<file path="config.mk">
export PLATFORM = sky130hd
export DESIGN_NAME = norm2_feeder_flat
export DESIGN_NICKNAME = d
export VERILOG_FILES = /design/src/rtl/norm2_pkg.sv /design/src/rtl/norm2_if.sv /design/src/rtl/norm2_wr_port.sv /design/src/rtl/norm2_feeder.sv /design/src/flat_wrapper.sv
export SDC_FILE = /design/constraint.sdc
export NUM_CORES = 1
export LEC_CHECK = 0
export BUFFER_PORTS_ARGS = -buffer_cell sky130_fd_sc_hd__buf_2
export CORE_AREA = 2 2 150 152
export CTS_CLUSTER_SIZE = 10
export DETAILED_ROUTE_END_ITERATION = 10
export DIE_AREA = 0 0 152 154
export PLACE_DENSITY = 0.81
export REMOVE_ABC_BUFFERS = 1
export SETUP_SLACK_MARGIN = 0.5
export SYNTH_ARGS = -nofsm -noshare
export SYNTH_HDL_FRONTEND = slang
export SYNTH_SLANG_ARGS = --single-unit
</file>
<file path="constraint.sdc">
create_clock -name clk -period 3.62 [get_ports clk]
set_input_delay 0.181 -clock clk [delete_from_list [all_inputs] [get_ports clk]]
set_output_delay 0.181 -clock clk [all_outputs]
set_load 0.03 [all_outputs]
</file>
<file path="src/rtl/norm2_pkg.sv">
// Shared defaults and types for the norm2 feeder: array geometry, widths and FSM states.
package norm2_pkg;

    localparam int unsigned N_DEF       = 1000;
    localparam int unsigned AW_DEF      = 10;
    localparam int unsigned DW_DEF      = 27;
    localparam int unsigned RW_DEF      = 64;
    localparam int unsigned CW_DEF      = 32;
    localparam int unsigned TIMEOUT_DEF = 4096;

    typedef enum logic [2:0] {
        IDLE,
        LOAD,
        ZFILL,
        FLUSH,
        START,
        RUN,
        DONE
    } state_e;

    typedef logic signed [DW_DEF-1:0] sample_t;
    typedef logic signed [RW_DEF-1:0] acc_t;

endpackage

</file>
<file path="src/rtl/norm2_if.sv">
// Sample stream, result stream and kernel array-control signals of the norm2 feeder.
interface norm2_if #(
    parameter int unsigned AW = norm2_pkg::AW_DEF,
    parameter int unsigned DW = norm2_pkg::DW_DEF,
    parameter int unsigned RW = norm2_pkg::RW_DEF,
    parameter int unsigned CW = norm2_pkg::CW_DEF
);
    logic                 s_valid;
    logic                 s_ready;
    logic signed [DW-1:0] s_data;
    logic                 s_last;

    logic                 m_valid;
    logic                 m_ready;
    logic signed [RW-1:0] m_result;
    logic [CW-1:0]        m_cycles;
    logic                 m_short;
    logic                 m_timeout;

    logic                 k_r_enable;
    logic                 k_controlArr;
    logic [AW-1:0]        k_init_i;
    logic signed [RW-1:0] k_init_acc;
    logic                 k_wen;
    logic [AW-1:0]        k_addr;
    logic signed [DW-1:0] k_wdata;
    logic                 k_w_enable;
    logic signed [RW-1:0] k_result;

    modport master (
        input  s_valid, s_data, s_last, m_ready, k_w_enable, k_result,
        output s_ready, m_valid, m_result, m_cycles, m_short, m_timeout,
        output k_r_enable, k_controlArr, k_init_i, k_init_acc,
        output k_wen, k_addr, k_wdata
    );

    modport slave (
        output s_valid, s_data, s_last, m_ready, k_w_enable, k_result,
        input  s_ready, m_valid, m_result, m_cycles, m_short, m_timeout,
        input  k_r_enable, k_controlArr, k_init_i, k_init_acc,
        input  k_wen, k_addr, k_wdata
    );

endinterface

</file>
<file path="src/rtl/norm2_wr_port.sv">
// Registered driver for the kernel array write port; a write decided now appears next cycle.
module norm2_wr_port
    import norm2_pkg::*;
#(
    parameter int unsigned AW = AW_DEF,
    parameter int unsigned DW = DW_DEF
) (
    input  logic                 clk,
    input  logic                 rst_n,
    input  logic                 wr_req_i,
    input  logic [AW-1:0]        addr_i,
    input  logic signed [DW-1:0] data_i,
    output logic                 wen_o,
    output logic [AW-1:0]        addr_o,
    output logic signed [DW-1:0] data_o
);
    logic                 wen_q;
    logic [AW-1:0]        addr_q;
    logic signed [DW-1:0] data_q;

    // Address and data hold their last value between writes; only wen drops.
    always_ff @(posedge clk or negedge rst_n) begin
        if (!rst_n) begin
            wen_q  <= 1'b0;
            addr_q <= '0;
            data_q <= '0;
        end else begin
            wen_q <= wr_req_i;
            if (wr_req_i) begin
                addr_q <= addr_i;
                data_q <= data_i;
            end
        end
    end

    assign wen_o  = wen_q;
    assign addr_o = addr_q;
    assign data_o = data_q;

endmodule

</file>
<file path="src/rtl/norm2_feeder.sv">
// Loads a zero-padded sample frame into the norm2 kernel array, runs the kernel and
// returns its sum of squares with cycle count and short/timeout flags.
module norm2_feeder
    import norm2_pkg::*;
#(
    parameter int unsigned N       = N_DEF,
    parameter int unsigned AW      = AW_DEF,
    parameter int unsigned DW      = DW_DEF,
    parameter int unsigned RW      = RW_DEF,
    parameter int unsigned CW      = CW_DEF,
    parameter int unsigned TIMEOUT = TIMEOUT_DEF
) (
    input  logic    clk,
    input  logic    rst_n,
    norm2_if.master bus
);
    localparam logic [AW-1:0] LAST_ADDR = AW'(N - 1);
    localparam logic [CW-1:0] TMO_CNT   = CW'(TIMEOUT);

    state_e               state_q, state_d;
    logic [AW-1:0]        count_q, count_d;
    logic [CW-1:0]        cyc_q, cyc_d, cyc_inc;
    logic signed [RW-1:0] res_q, res_d;
    logic [CW-1:0]        cycles_q, cycles_d;
    logic                 short_q, short_d;
    logic                 tmo_q, tmo_d;
    logic                 wr_req;
    logic [AW-1:0]        wr_addr;
    logic signed [DW-1:0] wr_data;

    always_ff @(posedge clk or negedge rst_n) begin
        if (!rst_n) begin
            state_q  <= IDLE;
            count_q  <= '0;
            cyc_q    <= '0;
            res_q    <= '0;
            cycles_q <= '0;
            short_q  <= 1'b0;
            tmo_q    <= 1'b0;
        end else begin
            state_q  <= state_d;
            count_q  <= count_d;
            cyc_q    <= cyc_d;
            res_q    <= res_d;
            cycles_q <= cycles_d;
            short_q  <= short_d;
            tmo_q    <= tmo_d;
        end
    end

    always_comb begin
        state_d  = state_q;
        count_d  = count_q;
        cyc_d    = cyc_q;
        res_d    = res_q;
        cycles_d = cycles_q;
        short_d  = short_q;
        tmo_d    = tmo_q;
        wr_req   = 1'b0;
        wr_addr  = count_q;
        wr_data  = '0;
        cyc_inc  = (cyc_q == '1) ? cyc_q : cyc_q + 1'b1;

        unique case (state_q)
            IDLE: begin
                count_d = '0;
                state_d = LOAD;
            end
            LOAD: begin
                if (bus.s_valid) begin
                    wr_req  = 1'b1;
                    wr_data = bus.s_data;
                    count_d = count_q + 1'b1;
                    // A full frame ends on count alone, so s_last on sample N-1 is just a sample.
                    if (count_q == LAST_ADDR) begin
                        state_d = FLUSH;
                        short_d = 1'b0;
                    end else if (bus.s_last) begin
                        state_d = ZFILL;
                        short_d = 1'b1;
                    end
                end
            end
            ZFILL: begin
                wr_req  = 1'b1;
                count_d = count_q + 1'b1;
                if (count_q == LAST_ADDR) state_d = FLUSH;
            end
            FLUSH: state_d = START;
            START: begin
                cyc_d   = '0;
                state_d = RUN;
            end
            RUN: begin
                cyc_d = cyc_inc;
                // Kernel completion takes priority over a timeout in the same cycle.
                if (bus.k_w_enable) begin
                    res_d    = bus.k_result;
                    cycles_d = cyc_inc;
                    state_d  = DONE;
                end else if (cyc_inc == TMO_CNT) begin
                    res_d    = '0;
                    cycles_d = TMO_CNT;
                    tmo_d    = 1'b1;
                    state_d  = DONE;
                end
            end
            DONE: begin
                if (bus.m_ready) begin
                    short_d = 1'b0;
                    tmo_d   = 1'b0;
                    state_d = IDLE;
                end
            end
            default: state_d = IDLE;
        endcase
    end

    norm2_wr_port #(
        .AW (AW),
        .DW (DW)
    ) u_wr_port (
        .clk      (clk),
        .rst_n    (rst_n),
        .wr_req_i (wr_req),
        .addr_i   (wr_addr),
        .data_i   (wr_data),
        .wen_o    (bus.k_wen),
        .addr_o   (bus.k_addr),
        .data_o   (bus.k_wdata)
    );

    assign bus.s_ready      = (state_q == LOAD);
    assign bus.m_valid      = (state_q == DONE);
    assign bus.m_result     = res_q;
    assign bus.m_cycles     = cycles_q;
    assign bus.m_short      = short_q;
    assign bus.m_timeout    = tmo_q;
    assign bus.k_r_enable   = (state_q != RUN);
    assign bus.k_controlArr = (state_q inside {IDLE, LOAD, ZFILL, FLUSH});
    assign bus.k_init_i     = '0;
    assign bus.k_init_acc   = '0;

endmodule

</file>
<file path="src/flat_wrapper.sv">
// flat-port wrapper written by rule: the top's interface ports become plain ports
module norm2_feeder_flat import norm2_pkg::*;
#(
    parameter int unsigned N       = N_DEF,
    parameter int unsigned AW      = AW_DEF,
    parameter int unsigned DW      = DW_DEF,
    parameter int unsigned RW      = RW_DEF,
    parameter int unsigned CW      = CW_DEF,
    parameter int unsigned TIMEOUT = TIMEOUT_DEF
)
  (clk, rst_n, bus_s_valid, bus_s_data, bus_s_last, bus_m_ready, bus_k_w_enable, bus_k_result, bus_s_ready, bus_m_valid, bus_m_result, bus_m_cycles, bus_m_short, bus_m_timeout, bus_k_r_enable, bus_k_controlArr, bus_k_init_i, bus_k_init_acc, bus_k_wen, bus_k_addr, bus_k_wdata);
  norm2_if #(.AW(AW), .DW(DW), .RW(RW), .CW(CW)) bus_i ();
  input  logic clk;
  input  logic rst_n;
  input wire logic [$bits(bus_i.s_valid)-1:0] bus_s_valid;
  input wire logic [$bits(bus_i.s_data)-1:0] bus_s_data;
  input wire logic [$bits(bus_i.s_last)-1:0] bus_s_last;
  input wire logic [$bits(bus_i.m_ready)-1:0] bus_m_ready;
  input wire logic [$bits(bus_i.k_w_enable)-1:0] bus_k_w_enable;
  input wire logic [$bits(bus_i.k_result)-1:0] bus_k_result;
  output wire logic [$bits(bus_i.s_ready)-1:0] bus_s_ready;
  output wire logic [$bits(bus_i.m_valid)-1:0] bus_m_valid;
  output wire logic [$bits(bus_i.m_result)-1:0] bus_m_result;
  output wire logic [$bits(bus_i.m_cycles)-1:0] bus_m_cycles;
  output wire logic [$bits(bus_i.m_short)-1:0] bus_m_short;
  output wire logic [$bits(bus_i.m_timeout)-1:0] bus_m_timeout;
  output wire logic [$bits(bus_i.k_r_enable)-1:0] bus_k_r_enable;
  output wire logic [$bits(bus_i.k_controlArr)-1:0] bus_k_controlArr;
  output wire logic [$bits(bus_i.k_init_i)-1:0] bus_k_init_i;
  output wire logic [$bits(bus_i.k_init_acc)-1:0] bus_k_init_acc;
  output wire logic [$bits(bus_i.k_wen)-1:0] bus_k_wen;
  output wire logic [$bits(bus_i.k_addr)-1:0] bus_k_addr;
  output wire logic [$bits(bus_i.k_wdata)-1:0] bus_k_wdata;
  assign bus_i.s_valid = bus_s_valid;
  assign bus_i.s_data = bus_s_data;
  assign bus_i.s_last = bus_s_last;
  assign bus_i.m_ready = bus_m_ready;
  assign bus_i.k_w_enable = bus_k_w_enable;
  assign bus_i.k_result = bus_k_result;
  assign bus_s_ready = bus_i.s_ready;
  assign bus_m_valid = bus_i.m_valid;
  assign bus_m_result = bus_i.m_result;
  assign bus_m_cycles = bus_i.m_cycles;
  assign bus_m_short = bus_i.m_short;
  assign bus_m_timeout = bus_i.m_timeout;
  assign bus_k_r_enable = bus_i.k_r_enable;
  assign bus_k_controlArr = bus_i.k_controlArr;
  assign bus_k_init_i = bus_i.k_init_i;
  assign bus_k_init_acc = bus_i.k_init_acc;
  assign bus_k_wen = bus_i.k_wen;
  assign bus_k_addr = bus_i.k_addr;
  assign bus_k_wdata = bus_i.k_wdata;
  norm2_feeder #(.N(N), .AW(AW), .DW(DW), .RW(RW), .CW(CW), .TIMEOUT(TIMEOUT)) u_core (.clk(clk), .rst_n(rst_n), .bus(bus_i));
endmodule
</file>
==> metrics.yaml <==
logic_synthesis:
  ys_types: 69
  yosys_warnings: 0
  syn_area_um2: 10000
  yosysSeqAreaShare: 0.451
  async_reset_ff_frac: 1.00
  synth_seq_cells: 181
  syn_inst: 1050
  synth_edf_count: 0
  ys.flop_type: "dfrtp_1"
  synth.avg_cell_area_um2: 9.57
detailed_routing:
  ant_nets: 0
  initialDrtViolationCount: 829
  vias: 9586
  viasPerCell: 5.57
  routedWlPerCell_um: 18.6
  routed_wl_um: 31900
  drc: 0
  dr.pass1.iters: 5
placed_design:
  dp_hpwl_um: 19300
  portBuffers: 236
  dpl_cell_area_um2: 11400
  dp.cells: 1546
  gp_congestion: 0.921
die:
  ios: 311
  dieWidth_um: 152
  initial_core_util: 0.463
  coreArea_um2: 21700
  dieArea_um2: 23400
  rows: 54
  die_h_um: 154
sta:
  fin_skew_ns: 0.0108
  setup_viol: 0
  post-route-min-period_ns: 3.38
  finalHoldViolations: 0
  fin_crit_sh: 0.933
  rsz0062_at_grt: "true"
  fmax_mhz: 296
  whs_ns: 0.0149
  max-slew-margin-rel: 0.274
  worst_pin_slew_ns: 1.09
  maxSlewViolCount: 0
setup_path:
  end_kind: "flop"
  reg2regPathDepth: 12
  cp.required_ns: 3.90
  crit_fanout: 12
  path_class: "flop to flop"
  startpoint_type: "flop"
  arrival_ns: 3.65
pwr:
  p_leak_nw: 6.22
  peakVddDrop_v: 0.000428
  p_total_w: 0.00923
  powerDensity_nw_per_um2: 680
clock_tree:
  insertion_delay_ns: 0.43
  cts_buffers: 17
  cts_tree: "built"
  clock_sinks: 181
  cts_root_buffer: "clkbuf_16"
  h-tree-depth: 4
  clk_path_buf_depth: 2
  path_clk_slew_ns: 0.07
flow_run:
  drv_cap: 0
global_routing:
  grt_use_total: 0.263
  met2_usage: 0.432
  grt_busiest_layer: "met2"
  grt_pass1_wl_um: 50200
  met3_usage: 0.0485
  met1_usage: 0.337
  grt_pass1_vias: 9490
  antenna_found_initial: 0
  grt_max_degree: 103
  grt.overflow.total: 0
cells_and_area:
  drive_gt1_frac: 0.329
  num_antenna_cells: 0
  area_growth_pct: 35.1
  fin_nets: 1526
  final_core_util: 0.626
  fin_area_um2: 13600
  finalNonFillerCells: 1720
worst_hold_path:
  min_path_cells: 3
  hp-class: "primary input to flop"
status:
  outcome: "finished clean"
## area by class of cell
class	count	area (µm²)
fill	1691	8120
multi-input combinational	776	4930
sequential	181	4540
timing repair buffer	436	3100
clock buffer	18	439
tap	280	350
clock inverter	14	161
inverter	15	58.8
## critical path, stage by stage (launching register included)
cell and delay, ns:
dfrtp_1 0.43, buf_6 0.15, nand4_1 0.15, or4_4 0.48, nor4_4 0.44, nand4_1 0.28
xnor2_2 0.26, nand4_1 0.20, nor3_4 0.27, buf_6 0.14, buf_8 0.13, buf_12 0.14
o21ai_0 0.14
## sequential cells by signal, indices dropped and copies added (netlist names)
signal,flops
u_core.bus.m_cycles,32
u_core.bus.m_result,64
u_core.bus.m_short,1
u_core.bus.m_timeout,1
u_core.count_q,10
u_core.cyc_q,32
u_core.state_q,3
u_core.u_wr_port.addr_o,10
u_core.u_wr_port.data_o,27
u_core.u_wr_port.wen_o,1
## stage by stage
step                      setup slack [ns]  setup TNS [ns]
final                                0.243               0
after global routing                0.0919               0
after CTS                            0.384               0
after detailed placement             0.184               0
after global placement               0.139               0
after floorplan                      -2.31         -206.86
## cells in the final DEF (no fill, tap or decap), drive strengths merged, types with 6 or more instances in the layout
master	instances
buf	345
dfrtp	181
o21ai	135
nand2b	97
nand2	95
dlygate4sd3	90
a22oi	80
conb	74
nor2	38
a22o	31
a21oi	28
inv	21
nand4	20
nor3	19
xnor2	18
clkbuf	18
nand3	16
nor4	13
xor2	10
and3	8
o311ai	7
and2	6
and4	6
a31oi	6
or3	6
## cell usage after synthesis (3+ instances only)
cell type / n / area [µm²]
o31ai_1: 5 / 37.5
o21ai_0: 85 / 425
nor3_1: 17 / 85.1
o31a_1: 3 / 26.3
clkbuf_2: 4 / 20.0
nor2b_1: 3 / 18.8
buf_12: 6 / 120
and2_1: 6 / 37.5
clkbuf_1: 57 / 214
a22o_1: 30 / 263
a21oi_1: 28 / 140
nand3_1: 16 / 80.1
or4_1: 4 / 30.0
o22ai_1: 3 / 18.8
and3_1: 7 / 43.8
or3_1: 5 / 31.3
a311oi_1: 3 / 26.3
a21o_1: 3 / 22.5
o311ai_0: 6 / 52.6
nand2_1: 95 / 357
a22oi_1: 80 / 601
dfrtp_1: 181 / 4530
and4_1: 6 / 52.6
o211ai_1: 3 / 22.5
buf_2: 7 / 35.0
nand4_1: 18 / 113
nand2b_1: 97 / 607
a211oi_1: 4 / 30.0
nor4b_1: 3 / 26.3
xor2_1: 10 / 87.6
a2bb2oi_1: 3 / 26.3
inv_1: 13 / 48.8
nor4_1: 10 / 62.6
a31oi_1: 6 / 37.5
o21ai_2: 50 / 438
buf_4: 75 / 563
xnor2_1: 18 / 158
nor2_1: 38 / 143
## kinds of logic (layout without fill, tap and decap cells)
family	Yosys count	after routing	share of synthesized area
buffers and inverters	166	483	0.101
xor gates and xnor gates	28	28	0.0244
muxes	3	3	0.00324
AOI/OAI and AO/OA	329	329	0.232
DFF	181	181	0.451
and+or+nand+nor	340	340	0.185
adders and majority gates	2	2	0.00249
other	1	74	0.000373
## final timing paths
kind,to,slack (ns),start
worst min-delay path,u_core.bus.m_result[61]$_DFFE_PN0P_,0.01,bus_k_result[61]
worst max-delay path,u_core.bus.m_result[59]$_DFFE_PN0P_,0.24,u_core.cyc_q[0]$_DFFE_PN0N_
max in group asynchronous,u_core.cyc_q[22]$_DFFE_PN0N_,2.29,rst_n
worst max register to register,u_core.bus.m_result[59]$_DFFE_PN0P_,0.24,u_core.cyc_q[0]$_DFFE_PN0N_
worst min register to register,u_core.u_wr_port.addr_o[8]$_DFFE_PN0P_,0.47,u_core.u_wr_port.addr_o[8]$_DFFE_PN0P_
min in group asynchronous,u_core.u_wr_port.data_o[25]$_DFFE_PN0P_,0.37,rst_n
## per-layer routing
layer	routed length, µm	up-vias	part of all wire
met5	0	-	0
li1	-	4386	-
met3	2100	99	0.066
met2	15600	495	0.49
met4	1220	0	0.038
met1	13100	4606	0.41
## repair_timing
| item | CTS | global route |
|---|---|---|
| setup buffers | 42 | 7 |
| setup endpoints to repair | 99 | 100 |
| hold buffers | 90 | 0 |
| endpoints found under the hold margin | 175 | 0 |
| pin swaps | 13 | 9 |
| resized for setup | 40 | 10 |
| cloned | 3 | 0 |
## where the power goes
part | leakage [nW] | internal [W] | switching (W)
clock | 0.290 | 0.00100 | 0.000898
combinational | 3.77 | 0.00140 | 0.00280
sequential | 2.16 | 0.00262 | 0.000519
total | 6.22 | 0.00502 | 0.00422
Power figures use the tool's default switching activity.
